--- src/rtl/sdram_arbiter.sv ---
// sdram_arbiter: round-robin sharing of one single-transaction SDRAM controller between a fetch port and a data port
module sdram_arbiter #(
  parameter int ADDR_W = 22,
  parameter int DATA_W = 64
) (
  input  logic              iclk,
  input  logic              ireset_n,
  input  logic              ip0_req,
  input  logic [ADDR_W-1:0] ip0_address,
  output logic              op0_ack,
  output logic [DATA_W-1:0] op0_data,
  input  logic              ip1_req,
  input  logic              ip1_we,
  input  logic [ADDR_W-1:0] ip1_address,
  input  logic [DATA_W-1:0] ip1_wdata,
  output logic              op1_ack,
  output logic [DATA_W-1:0] op1_rdata,
  output logic              owrite_req,
  output logic [ADDR_W-1:0] owrite_address,
  output logic [DATA_W-1:0] owrite_data,
  input  logic              iwrite_ack,
  output logic              oread_req,
  output logic [ADDR_W-1:0] oread_address,
  input  logic [DATA_W-1:0] iread_data,
  input  logic              iread_ack,
  output logic              obusy
);
  localparam logic [1:0] IDLE = 2'd0, BUSY = 2'd1, DONE = 2'd2;
  logic [1:0] state;
  logic last, gnt, pick;
  logic [ADDR_W-1:0] addr;
  assign pick = (ip0_req & ip1_req) ? ~last : ip1_req;
  assign owrite_address = addr;
  assign oread_address = addr;
  assign obusy = state != IDLE;
  always_ff @(posedge iclk or negedge ireset_n) begin
    if (!ireset_n) begin
      state <= IDLE;
      last <= 1'b1;
      gnt <= 1'b0;
      addr <= '0;
      owrite_data <= '0;
      owrite_req <= 1'b0;
      oread_req <= 1'b0;
      op0_ack <= 1'b0;
      op1_ack <= 1'b0;
      op0_data <= '0;
      op1_rdata <= '0;
    end else begin
      op0_ack <= 1'b0;
      op1_ack <= 1'b0;
      if (state == IDLE && (ip0_req | ip1_req)) begin
        state <= BUSY;
        gnt <= pick;
        last <= pick;
        addr <= pick ? ip1_address : ip0_address;
        owrite_data <= pick ? ip1_wdata : '0;
        owrite_req <= pick & ip1_we;
        oread_req <= ~(pick & ip1_we);
      end else if (state == BUSY && ((owrite_req & iwrite_ack) | (oread_req & iread_ack))) begin
        state <= DONE;
        owrite_req <= 1'b0;
        oread_req <= 1'b0;
        if (oread_req & ~gnt) op0_data <= iread_data;
        if (oread_req & gnt) op1_rdata <= iread_data;
      end else if (state == DONE) begin
        state <= IDLE;
        op0_ack <= ~gnt;
        op1_ack <= gnt;
      end
    end
  end
endmodule

--- config.mk ---
export PLATFORM = sky130hd
export DESIGN_NAME = sdram_arbiter
export DESIGN_NICKNAME = d
export VERILOG_FILES = /design/src/rtl/sdram_arbiter.sv
export SDC_FILE = /design/constraint.sdc
export NUM_CORES = 1
export LEC_CHECK = 0
export ABC_CLOCK_PERIOD_IN_PS = 1970
export BUFFER_PORTS_ARGS = -buffer_cell sky130_fd_sc_hd__buf_2
export CAP_MARGIN = 25
export CORE_AREA = 5 5 161 163
export DETAILED_ROUTE_END_ITERATION = 7
export DIE_AREA = 0 0 166 168
export PLACE_DENSITY = 0.62
export REMOVE_ABC_BUFFERS = 1
export SKIP_CTS_REPAIR_TIMING = 1
export SYNTH_ARGS = -nofsm -noshare
export SYNTH_HDL_FRONTEND = slang
export SYNTH_SLANG_ARGS = --single-unit
export TNS_END_PERCENT = 20
--- constraint.sdc ---
create_clock -name iclk -period 1.97 [get_ports iclk]
set_input_delay 0.0985 -clock iclk [delete_from_list [all_inputs] [get_ports iclk]]
set_output_delay 0.0985 -clock iclk [all_outputs]
set_load 0.02 [all_outputs]
Word-level counts from Yosys, hierarchy flattened

Index checks and enable logic that the tools add are counted.

Bits in registers: 222
Bits of input ports: 179
Output and inout bits: 241

Eq/ne operators: 2
Mux-type cells: 15
Bitwise logic cells: 12
Reduce and logical (&&, ||, !) cells: 8

Operators by type and width:

| cell               | number |
|---|---|
| $mux 64            | 1 |
| $mux 22            | 1 |
| $mux 1             | 10 |
| $and 1x1->1        | 6 |
| $mux 2             | 3 |
| $reduce_and 3->1   | 2 |
| $not 1->1          | 4 |
| $reduce_bool 2->1  | 2 |
| $reduce_bool 3->1  | 1 |
| $eq 2x1->1 const B | 1 |
| $eq 2x2->1 const B | 1 |
| $logic_and 1x1->1  | 2 |
| $logic_not 2->1    | 1 |
| $or 1x1->1         | 2 |

Depth between registers and ports, before layout

Gate-level depths: netlist of the first run.

Depth after elaboration: 5
Mapped depth: 6
Depth with buffers taken out: 3

Worst setup path before layout of the first run

Ideal clock, no wire load.

Path kind: register -> register
Start point: register owrite_req
End point: register op0_data[0]
Library setup time: 125 ps
Data arrival time: 1,735 ps
Data required time: 1,845 ps
Setup slack: 110 ps
Cell stages (with the launch flop): 6
Period minus slack after synthesis: 1,860 ps
Cell sequence: dfrtp_1 a21oi_1 or4b_1 buf_6 buf_12 mux2_4

Longest elaborated chain between the ends: 4

RTL lines:

| what                              | RTL line | source |
|---|---|---|
| start: declaration                | 18       | `output logic owrite_req,` |
| start signal: assignment          | 58       | `owrite_req <= pick & ip1_we;` |
| $and 1x1->1                       | 60       | `end else if (state == BUSY && ((owrite_req & iwrite_ack) \| (oread_req & iread_ack))) begin` |
| $or 1x1->1                        | 60       |  |
| $logic_and 1x1->1                 | 60       |  |
| $reduce_and 3->1 (no source line) | -        |  |
| end signal: assignment            | 64       | `if (oread_req & ~gnt) op0_data <= iread_data;` |
| end: declaration                  | 11       | `output logic [DATA_W-1:0] op0_data,` |

Every way passes these cells.
A chain may end at the register's enable or synchronous reset.

Worst setup path in the final report of the first run

Start point: register state[1]
End point: register op0_data[50]

Longest elaborated chain between the ends: 4
Elaborated cells on any way between the ends: 6
Those cells by class: eq/ne (1); bitwise (1); reduce/logical (4)

RTL lines:

| what                                  | RTL line | source |
|---|---|---|
| start: declaration                    | 29       | `logic [1:0] state;` |
| start signal: assignment              | 38       | `state <= IDLE;` |
| start signal: assignment              | 53       | `state <= BUSY;` |
| start signal: assignment              | 61       | `state <= DONE;` |
| $logic_not 2->1                       | 52       | `if (state == IDLE && (ip0_req \| ip1_req)) begin` |
| $logic_and 1x1->1                     | 52       |  |
| $not 1->1 (no source line)            | -        |  |
| $reduce_and 3->1 (no source line) (*) | -        |  |

Every way passes the cells marked *; elsewhere a longest branch is shown, timed or not.

==> results of run 1 <==
## cells in the mapped netlist, types with 2 or more instances
cell type / count
buf_2: 10
buf_12: 6
mux2_2: 112
mux2_4: 60
buf_1: 2
a21o_1: 2
dfrtp_1: 221
a22o_1: 65
buf_4: 22
clkbuf_1: 13
## placed cells by master (no fill, tap or decap), types with 2 or more instances in the layout
master	netlist	layout
mux2_2	112	112
clkbuf_16	0	25
a21o_1	2	2
mux2_4	60	60
buf_2	10	418
clkbuf_1	13	5
a22o_1	65	65
dfrtp_1	221	221
buf_12	6	11
dlygate4sd3_1	0	175
clkbuf_8	0	4
clkinv_2	0	8
bufinv_16	0	2
buf_4	22	8
## per-stage QoR
step / setup WS (ns) / instances / hold slack [ns] / total power, uW / setup TNS [ns]
after floorplan: -2.01 / 479 / -0.197 / 14100 / -378.18
after detailed placement: 0.161 / 1241 / 0.0891 / 18000 / 0
after CTS: 0.159 / 1286 / -0.467 / 22600 / 0
final: 0.138 / 1462 / -0.0117 / 22700 / 0
after global placement: 0.184 / 1241 / 0.0901 / 17800 / 0
after global routing: 0.107 / 1461 / 0.00753 / 23900 / 0
## routing by layer
layer  vias to the layer above  global-route usage (%)
li1                       3091                       -
met1                      3340                    20.5
met2                       365                    31.6
met3                        65                    7.13
met4                         2                    5.60
met5                         -                       0
## power by group through the flow
| stage | logic [uW] | registers, uW | clock network (uW) |
|---|---|---|---|
| 4_1_cts | 10000 | 7890 | 4700 |
| 2_1_floorplan | 3440 | 10700 | 0 |
| 3_3_place_gp | 9900 | 7890 | 0 |
| 6_report | 10200 | 7930 | 4570 |
| 5_1_grt | 10800 | 8200 | 4890 |
| 3_5_place_dp | 10000 | 7930 | 0 |
## worst reg2reg max path: stages (launching register included)
cell and delay (ns):
dfrtp_1 0.40, nand2b_2 0.19, or4b_4 0.52, buf_12 0.22, mux2_4 0.38
## final timing paths
check,from,end,slack [ns],depth (start not counted)
worst min-delay path,iwrite_ack,state[1]$_DFFE_PN0P_,-0.01,3
worst max-delay path,state[1]$_DFFE_PN0P_,op0_data[50]$_DFFE_PN0P_,0.14,4
worst min register to register,owrite_data[41]$_DFFE_PN0P_,owrite_data[41]$_DFFE_PN0P_,0.50,1
max in group asynchronous,ireset_n,op1_rdata[11]$_DFFE_PN0P_,1.13,3
min in group asynchronous,ireset_n,op1_rdata[3]$_DFFE_PN0P_,0.12,2
worst max register to register,state[1]$_DFFE_PN0P_,op0_data[50]$_DFFE_PN0P_,0.14,4
## area by class of cell
class	instances	area (um^2)
clock inverters	11	109
inverters	1	3.75
flip-flops and latches	222	5560
diodes	1	2.50
clock buffers	34	699
repair buffers	613	4140
multi-input cells	256	2900
well taps	324	405
fillers	1856	10400
## state kept, by name (all words and copies together), names as in the netlist
signal         count
gnt                1
last               1
op0_ack            1
op0_data          64
op1_ack            1
op1_rdata         64
oread_address     22
oread_req          1
owrite_data       64
owrite_req         1
state              2
## kinds of logic (layout without fill, tap and decap cells)
group,Yosys count,after routing,synth area share [%]
other,0,1,0
AOI/OAI and AO/OA,75,75,7.27
DFF,222,222,62.9
muxes,172,172,24.5
buffers and inverters,55,659,4.60
and+or+nand+nor,9,9,0.737
==> results.toml, run 1 <==
[timing]
final_max_slew_viol_count = 0
setup_viol = 0
clock_skew_ns = 0.0100
clock.fmax_mhz = 546
period_share_pct = 93.0
finalHoldViolations = 1
rsz0062_at_grt = "no"
holdWs_ns = -0.0117
slew_headroom_pct = 60.6
min_period_ns = 1.83
max_slew.worst_pin.slew_ns = 0.591

[worst_hold_path]
min_path_type = "input port to register"

[logic_synthesis]
synth_top_area_share_pct = 62.6
synth-edff-count = 0
yosysUniqueCellTypes = 30
syn_area_um2 = 8830
synth.largest_area_cell = "dfrtp_1"
synth_ff_type = "dfrtp_1"
async_flop_share_pct = 100
syn_inst = 533
ys_ff_latch = 222
ys_seq_area_share_pct = 62.9
syn_avg_cell_area_um2 = 16.6
synth_area_leaders = "dfrtp_1 (63%), mux2_2 (14%), mux2_4 (10%), a22o_1 (6.4%), buf_4 (1.9%)"
ys_warn_count = 0

[pwr]
power.leakage_uw = 0.00708
swShare_pct = 38.7
p_per_area_nw_per_um2 = 1650
power_frac_comb_pct = 45.0
ir_drop_mv = 1.02
p_switching_uw = 8800
p_int_uw = 13900
p_seq_share_pct = 34.9
clockPowerShare_pct = 20.1

[placement]
hpwl_um = 20400
gp_congestion = 0.819
portBuffers = 419
postPlaceCellArea_um2 = 11200

[clocking]
h-tree-depth = 1
cts.path.max_buffers = 3
clk_latency_ns = 0.51
cts_root_buffer = "clkbuf_16"
cts_made_buffers = 25
path_clk_slew_ns = 0.06
cts.sinks = 222
cts_tree = "yes"

[setup_path]
slowest_stage = "or4b_4"
path_cells = "nand2b_2 > or4b_4 > buf_12 > mux2_4"
cp_top_family = "simple AND/OR/NAND/NOR gates"
crit_type = "register to register"
cp-start-kind = "register"
end_kind = "register"
max_stage_delay_ns = 0.52
cp_num_buf_inv = 1
cp_max_fo = 39
cp.arrival_ns = 2.22
required_ns = 2.36

[floorplan]
dieArea_um2 = 27900
fp.dieW_um = 166
rows = 57
core_um2 = 24200
ios = 420
dieHeight_um = 168
start_util_pct = 36.5

[routing]
drtPass1Iterations = 4
wl_met2_um = 14800
wl_met1_um = 10800
vias = 6863
highest-signal-layer = "met5"
wl_met3_um = 2520
via_per_inst = 4.69
drt-wirelength-per-cell_um = 20.0
wirelength_um = 29200
drt_iter0_drc = 351
drc = 0
postRouteAntennaNets = 0

[grt]
grt_pass1_wl_um = 39900
grt_antenna_before_repair = 2
grt_pass1_vias = 6339
grt_overflow = 0
grt_max_degree = 71
grtUsageTotal_pct = 18.1

[cells_and_area]
nets = 1298
drive_above_1_share_pct = 57.9
final_area_um2 = 13800
fin_util_pct = 57.1
synthToLayoutAreaGrowth_pct = 56.4

[job]
drv_cap = 0

[run_status]
violations = "negative hold slack"
status = "complete, but fails checks"
No activity file was read; power rests on OpenSTA's default activity.
==> inputs of run 2 (changes only) <==
RECOVER_POWER = 25   (was unset)
==> results.toml, run 2 (synthesized netlist as in run 1, its figures left out) <==
[timing]
slew_headroom_pct = 32.5
clock.fmax_mhz = 546
setup_viol = 0
max_slew.worst_pin.slew_ns = 1.01
holdWs_ns = -0.0123
period_share_pct = 93.0
min_period_ns = 1.83
rsz0062_at_grt = "no"
finalHoldViolations = 1
final_max_slew_viol_count = 0
clock_skew_ns = 0.0100

[setup_path]
r2r_setup_slack_ns = 0.14
r2r-end = "op0_data[50]$_DFFE_PN0P_"
crit_type = "register to register"
r2r-start = "state[1]$_DFFE_PN0P_"
end_kind = "register"
cp.arrival_ns = 2.22
required_ns = 2.36
cp_max_fo = 39
slowest_stage = "or4b_4"
worstRegToRegCells = 4
path_cells = "nand2b_2 > or4b_4 > buf_12 > mux2_4"
cp-start-kind = "register"
max_stage_delay_ns = 0.52

[pwr]
p_per_area_nw_per_um2 = 1650
power.leakage_uw = 0.00706
power_frac_comb_pct = 45.0
p_seq_share_pct = 34.9
p_int_uw = 13900
ir_drop_mv = 1.02
swShare_pct = 38.7
finalPower_uw = 22700
p_switching_uw = 8790
clockPowerShare_pct = 20.1

[clocking]
h-tree-depth = 1
cts_root_buffer = "clkbuf_16"
clk_latency_ns = 0.51
cts.sinks = 222
cts.path.max_buffers = 3
path_clk_slew_ns = 0.06
cts_tree = "yes"
cts_made_buffers = 25

[cells_and_area]
antenna_cells = 0
final_cell_mix = "buf_2 (418), dfrtp_1 (221), dlygate4sd3_1 (175)"
filler_cell_count = 1864
synthToLayoutAreaGrowth_pct = 55.9
nets = 1298
layout_commonest_cell = "buf_2"
top_regs = "op0_data: 64 flops, op1_rdata: 64 flops, owrite_data: 64 flops"
fin_util_pct = 56.9
regArea_um2 = 5560
multiInputGateArea_um2 = 2900
drive_above_1_share_pct = 57.7

[floorplan]
start_util_pct = 36.5
core_um2 = 24200
dieHeight_um = 168
dieArea_um2 = 27900
ios = 420
rows = 57
fp.dieW_um = 166

[worst_hold_path]
hp-start = "iwrite_ack"
min_to = "state[1]$_DFFE_PN0P_"
min_path_type = "input port to register"
hold_depth = 3

[grt]
grtUsageTotal_pct = 18.1
grt_antenna_before_repair = 2
grt_overflow = 0
grt_pass1_vias = 6339
grt_pass1_wl_um = 39900
grt_max_degree = 71

[routing]
wirelength_um = 29100
drc = 0
postRouteAntennaNets = 0
vias = 6853
via_per_inst = 4.69
drt-wirelength-per-cell_um = 19.9
drt_iter0_drc = 349
drtPass1Iterations = 4

[placement]
portBuffers = 419
gp_congestion = 0.819
hpwl_um = 20400

[job]
drv_cap = 0

[run_status]
violations = "negative hold slack"
status = "complete, but fails checks"
run 2: metal layers:
metal,wire [um],vias up,share of wire (%),GRT usage [%]
li1,-,3088,-,-
met1,10800,3355,37,20.5
met2,14800,343,51,31.6
met3,2470,63,8.5,7.13
met4,994,4,3.4,5.60
met5,27,-,0.093,0
run 2: how the worst max path moves through the flow:
stage	from	to	slack, ns	cells past startpoint
after floorplan	ip1_req	oread_address[0]$_DFFE_PN0P_	-2.01	2
after global placement	state[1]$_DFFE_PN0P_	op0_data[21]$_DFFE_PN0P_	0.18	4
after detailed placement	state[1]$_DFFE_PN0P_	op0_data[63]$_DFFE_PN0P_	0.16	4
after CTS	state[1]$_DFFE_PN0P_	op0_data[63]$_DFFE_PN0P_	0.16	4
after global routing	owrite_req$_DFFE_PN0P_	op0_data[50]$_DFFE_PN0P_	0.11	4
final	state[1]$_DFFE_PN0P_	op0_data[50]$_DFFE_PN0P_	0.14	4
run 2: stage by stage:
stage	setup TNS [ns]	area, um^2	instances	worst slack [ns]
global placement	0	11200	1241	0.184
detailed placement	0	11200	1241	0.161
finish	0	13800	1461	0.137
CTS	0	12100	1286	0.159
floorplan	-378.18	8430	479	-2.01
global route	0	13800	1461	0.107
run 2: layout make-up:
class | instances | area share, %
sequential | 222 | 40.4
clock inverter | 11 | 0.791
inverter | 1 | 0.0273
clock buffer | 34 | 5.08
tap | 324 | 2.94
multi-input combinational | 256 | 21.0
timing repair buffer | 613 | 29.8
run 2: worst max-delay path, delay by kind of cell, from the launching register on:
kind / cells / cell delay [ns]
AND/OR/NAND/NOR: 2 / 0.71
buffers and inverters: 1 / 0.22
flip-flops: 1 / 0.40
multiplexers: 1 / 0.33
run 2: power by group through the flow:
stage	registers, uW	clock network (uW)	logic [uW]
2_1_floorplan	10700	0	3440
3_3_place_gp	7890	0	9900
3_5_place_dp	7930	0	10000
4_1_cts	7890	4700	10000
5_1_grt	8200	4890	10800
6_report	7930	4570	10200
==> inputs of run 3 (changes only) <==
--- a/config.mk
+++ b/config.mk
@@ -7,2 +7,3 @@
 export LEC_CHECK = 0
+export ABC_AREA = 1
 export ABC_CLOCK_PERIOD_IN_PS = 1970
@@ -13,3 +14,4 @@
 export DIE_AREA = 0 0 166 168
-export PLACE_DENSITY = 0.62
+export MAX_ROUTING_LAYER = met4
+export PLACE_DENSITY = 0.66
 export RECOVER_POWER = 25
--- a/constraint.sdc
+++ b/constraint.sdc
@@ -3,2 +3,2 @@
 set_output_delay 0.0985 -clock iclk [all_outputs]
-set_load 0.02 [all_outputs]
+set_load 0.01 [all_outputs]
==> results.toml, run 3 <==
[logic_synthesis]
synthMuxAreaShare_pct = 0
yosysUniqueCellTypes = 17
syn_area_um2 = 9570
ys_ff_latch = 222
synth.largest_area_cell = "dfrtp_1"
ys_seq_area_share_pct = 58.1
synth_area_leaders = "dfrtp_1 (58%), nand2_1 (18%), nand4_1 (8.4%), nand3_1 (5.8%), buf_2 (3.2%)"
synth_ff_type = "dfrtp_1"
synth_compound_area_share_pct = 0.105
synthAdderAreaFrac_pct = 0
yosysMostFrequentCell = "nand2_1"
synth_xor_area_share_pct = 0
syn_avg_cell_area_um2 = 8.68
async_flop_share_pct = 100
synthTopCellsByCount = "nand2_1 (467), dfrtp_1 (221), nand4_1 (128)"
synth-edff-count = 0
synth_top_family_by_area = "simple AND/OR/NAND/NOR gates"
syn_inst = 1102
ys_warn_count = 0
synth_top_area_share_pct = 57.8
yosys.area_share.simple_pct = 33.4

[setup_path]
crit_type = "register to register"
end_kind = "register"
cp_max_fo = 73
path_cells = "inv_2 > nand2_1 > nor2_4 > buf_12 > nand3_1 > dlygate4sd3_1 > nand2_1"
cp.arrival_ns = 2.34
max_stage_delay_ns = 0.58
worstRegToRegCells = 7
slowest_stage = "dlygate4sd3_1"
required_ns = 2.41
r2r_setup_slack_ns = 0.07
cp_common_cell = "nand2_1"
cp-start-kind = "register"

[pwr]
power.leakage_uw = 0.00816
p_switching_uw = 9130
p_int_uw = 12900
swShare_pct = 41.5
p_per_area_nw_per_um2 = 1540
finalPower_uw = 22000
power_frac_comb_pct = 42.6
clockPowerShare_pct = 21.0
p_seq_share_pct = 36.4
ir_drop_mv = 0.785

[placement]
portBuffers = 419
gp_congestion = 0.850
place_ws_ns = 0.405
hpwl_um = 23600

[floorplan]
dieArea_um2 = 27900
start_util_pct = 39.6
core_um2 = 24200
ios = 420
dieHeight_um = 168
fp.dieW_um = 166
rows = 57

[cells_and_area]
drive_above_1_share_pct = 30.0
nets = 1822
top_regs = "op0_data: 64 flops, op1_rdata: 64 flops, owrite_data: 64 flops"
multiInputGateArea_um2 = 3220
synthToLayoutAreaGrowth_pct = 49.6
final_cell_mix = "nand2_1 (467), buf_2 (418), dfrtp_1 (221)"
layout_commonest_cell = "nand2_1"
regArea_um2 = 5560
filler_cell_count = 2002

[clocking]
cts_root_buffer = "clkbuf_16"
path_clk_slew_ns = 0.06
h-tree-depth = 1
cts.path.max_buffers = 3
cts_tree = "yes"
cts.sinks = 222
cts_made_buffers = 24
clk_latency_ns = 0.52

[grt]
grt_overflow = 0
grt_pass1_wl_um = 51300
grt_antenna_before_repair = 2
grt_pass1_vias = 8980
grt_max_degree = 85
grtUsageTotal_pct = 23.4

[routing]
postRouteAntennaNets = 0
drt_iter0_drc = 967
via_per_inst = 5.09
drt-wirelength-per-cell_um = 18.5
vias = 10100
drtPass1Iterations = 5
wirelength_um = 36700
drc = 0

[timing]
period_share_pct = 96.3
slew_headroom_pct = 27.7
clock_skew_ns = 0.00870
clock.fmax_mhz = 527
finalSetupTns_ns = 0
final_max_slew_viol_count = 0
max_slew.worst_pin.slew_ns = 1.08
holdWs_ns = 0.0998
setup_slack_ns = 0.0733
min_period_ns = 1.90
setup_viol = 0
rsz0062_at_grt = "no"
finalHoldViolations = 0

[worst_hold_path]
min_path_type = "input port to register"
hold_depth = 5

[job]
drv_cap = 0

[run_status]
status = "complete, no violations"
==> run 3: cell count changes after synthesis, sizes merged, moves of 2 or more <==
cell | before | now
mux2 | 172 | 0
nand2 | 1 | 470
nand4 | 0 | 128
buf | 41 | 97
a22o | 65 | 0
clkbuf | 13 | 11
nand2b | 2 | 0
inv | 1 | 52
nand3 | 0 | 113
a21o | 2 | 0
nor2 | 1 | 7
==> run 3: cells by family after synthesis <==
kind of cell	Yosys count
AND/OR/NAND/NOR	718
flip-flops	222
buffers and inverters	160
AO/OA/AOI/OAI	2
==> run 3: cell type report <==
type,instances,area share (%)
inverter,52,1.36
tap,324,2.83
clock buffer,39,5.36
timing repair buffer,623,28.8
multi-input combinational,720,22.5
sequential,222,38.8
clock inverter,5,0.367
antenna,2,0.0349
==> run 3: metrics by stage <==
| step | area (um^2) | util, % | instances |
|---|---|---|---|
| 3_5_place_dp | 11800 | 49.0 | 1767 |
| 4_1_cts | 12700 | 52.4 | 1811 |
| 3_3_place_gp | 11800 | 49.0 | 1767 |
| 5_1_grt | 14300 | 59.2 | 1987 |
| 6_report | 14300 | 59.2 | 1987 |
| 2_1_floorplan | 8950 | - | 994 |
==> run 3: worst paths after layout <==
kind,start,to
worst min register to register,op1_rdata[46]$_DFFE_PN0P_,op1_rdata[46]$_DFFE_PN0P_
worst min-delay path,ip0_req,state[0]$_DFFE_PN0P_
worst max register to register,state[0]$_DFFE_PN0P_,oread_address[4]$_DFFE_PN0P_
worst max-delay path,state[0]$_DFFE_PN0P_,oread_address[4]$_DFFE_PN0P_
max in group asynchronous,ireset_n,oread_address[2]$_DFFE_PN0P_
min in group asynchronous,ireset_n,op0_data[34]$_DFFE_PN0P_
==> run 3: power groups by stage <==
stage          registers (uW)  clock network, uW  logic [uW]
4_1_cts                  7960               4690        8980
6_report                 8010               4620        9380
3_3_place_gp             7980                  0        8820
2_1_floorplan            8990                  0        3260
5_1_grt                  8260               4920       10300
3_5_place_dp             8000                  0        8960
==> run 3: routing by layer <==
metal | up-vias | track usage, % | wire length (um) | share of wire [%]
li1 | 4669 | - | - | -
met1 | 4829 | 28.5 | 13900 | 38
met2 | 538 | 38.4 | 18300 | 50
met3 | 81 | 6.54 | 3100 | 8.4
met4 | 0 | 6.60 | 1350 | 3.7
met5 | - | - | 0 | 0
==> run 3: critical path: cells and delay by family, from the launching register on <==
kind | cells | cell delay (ns)
and+or+nand+nor | 4 | 0.43
buffers and inverters | 3 | 0.96
DFF | 1 | 0.40
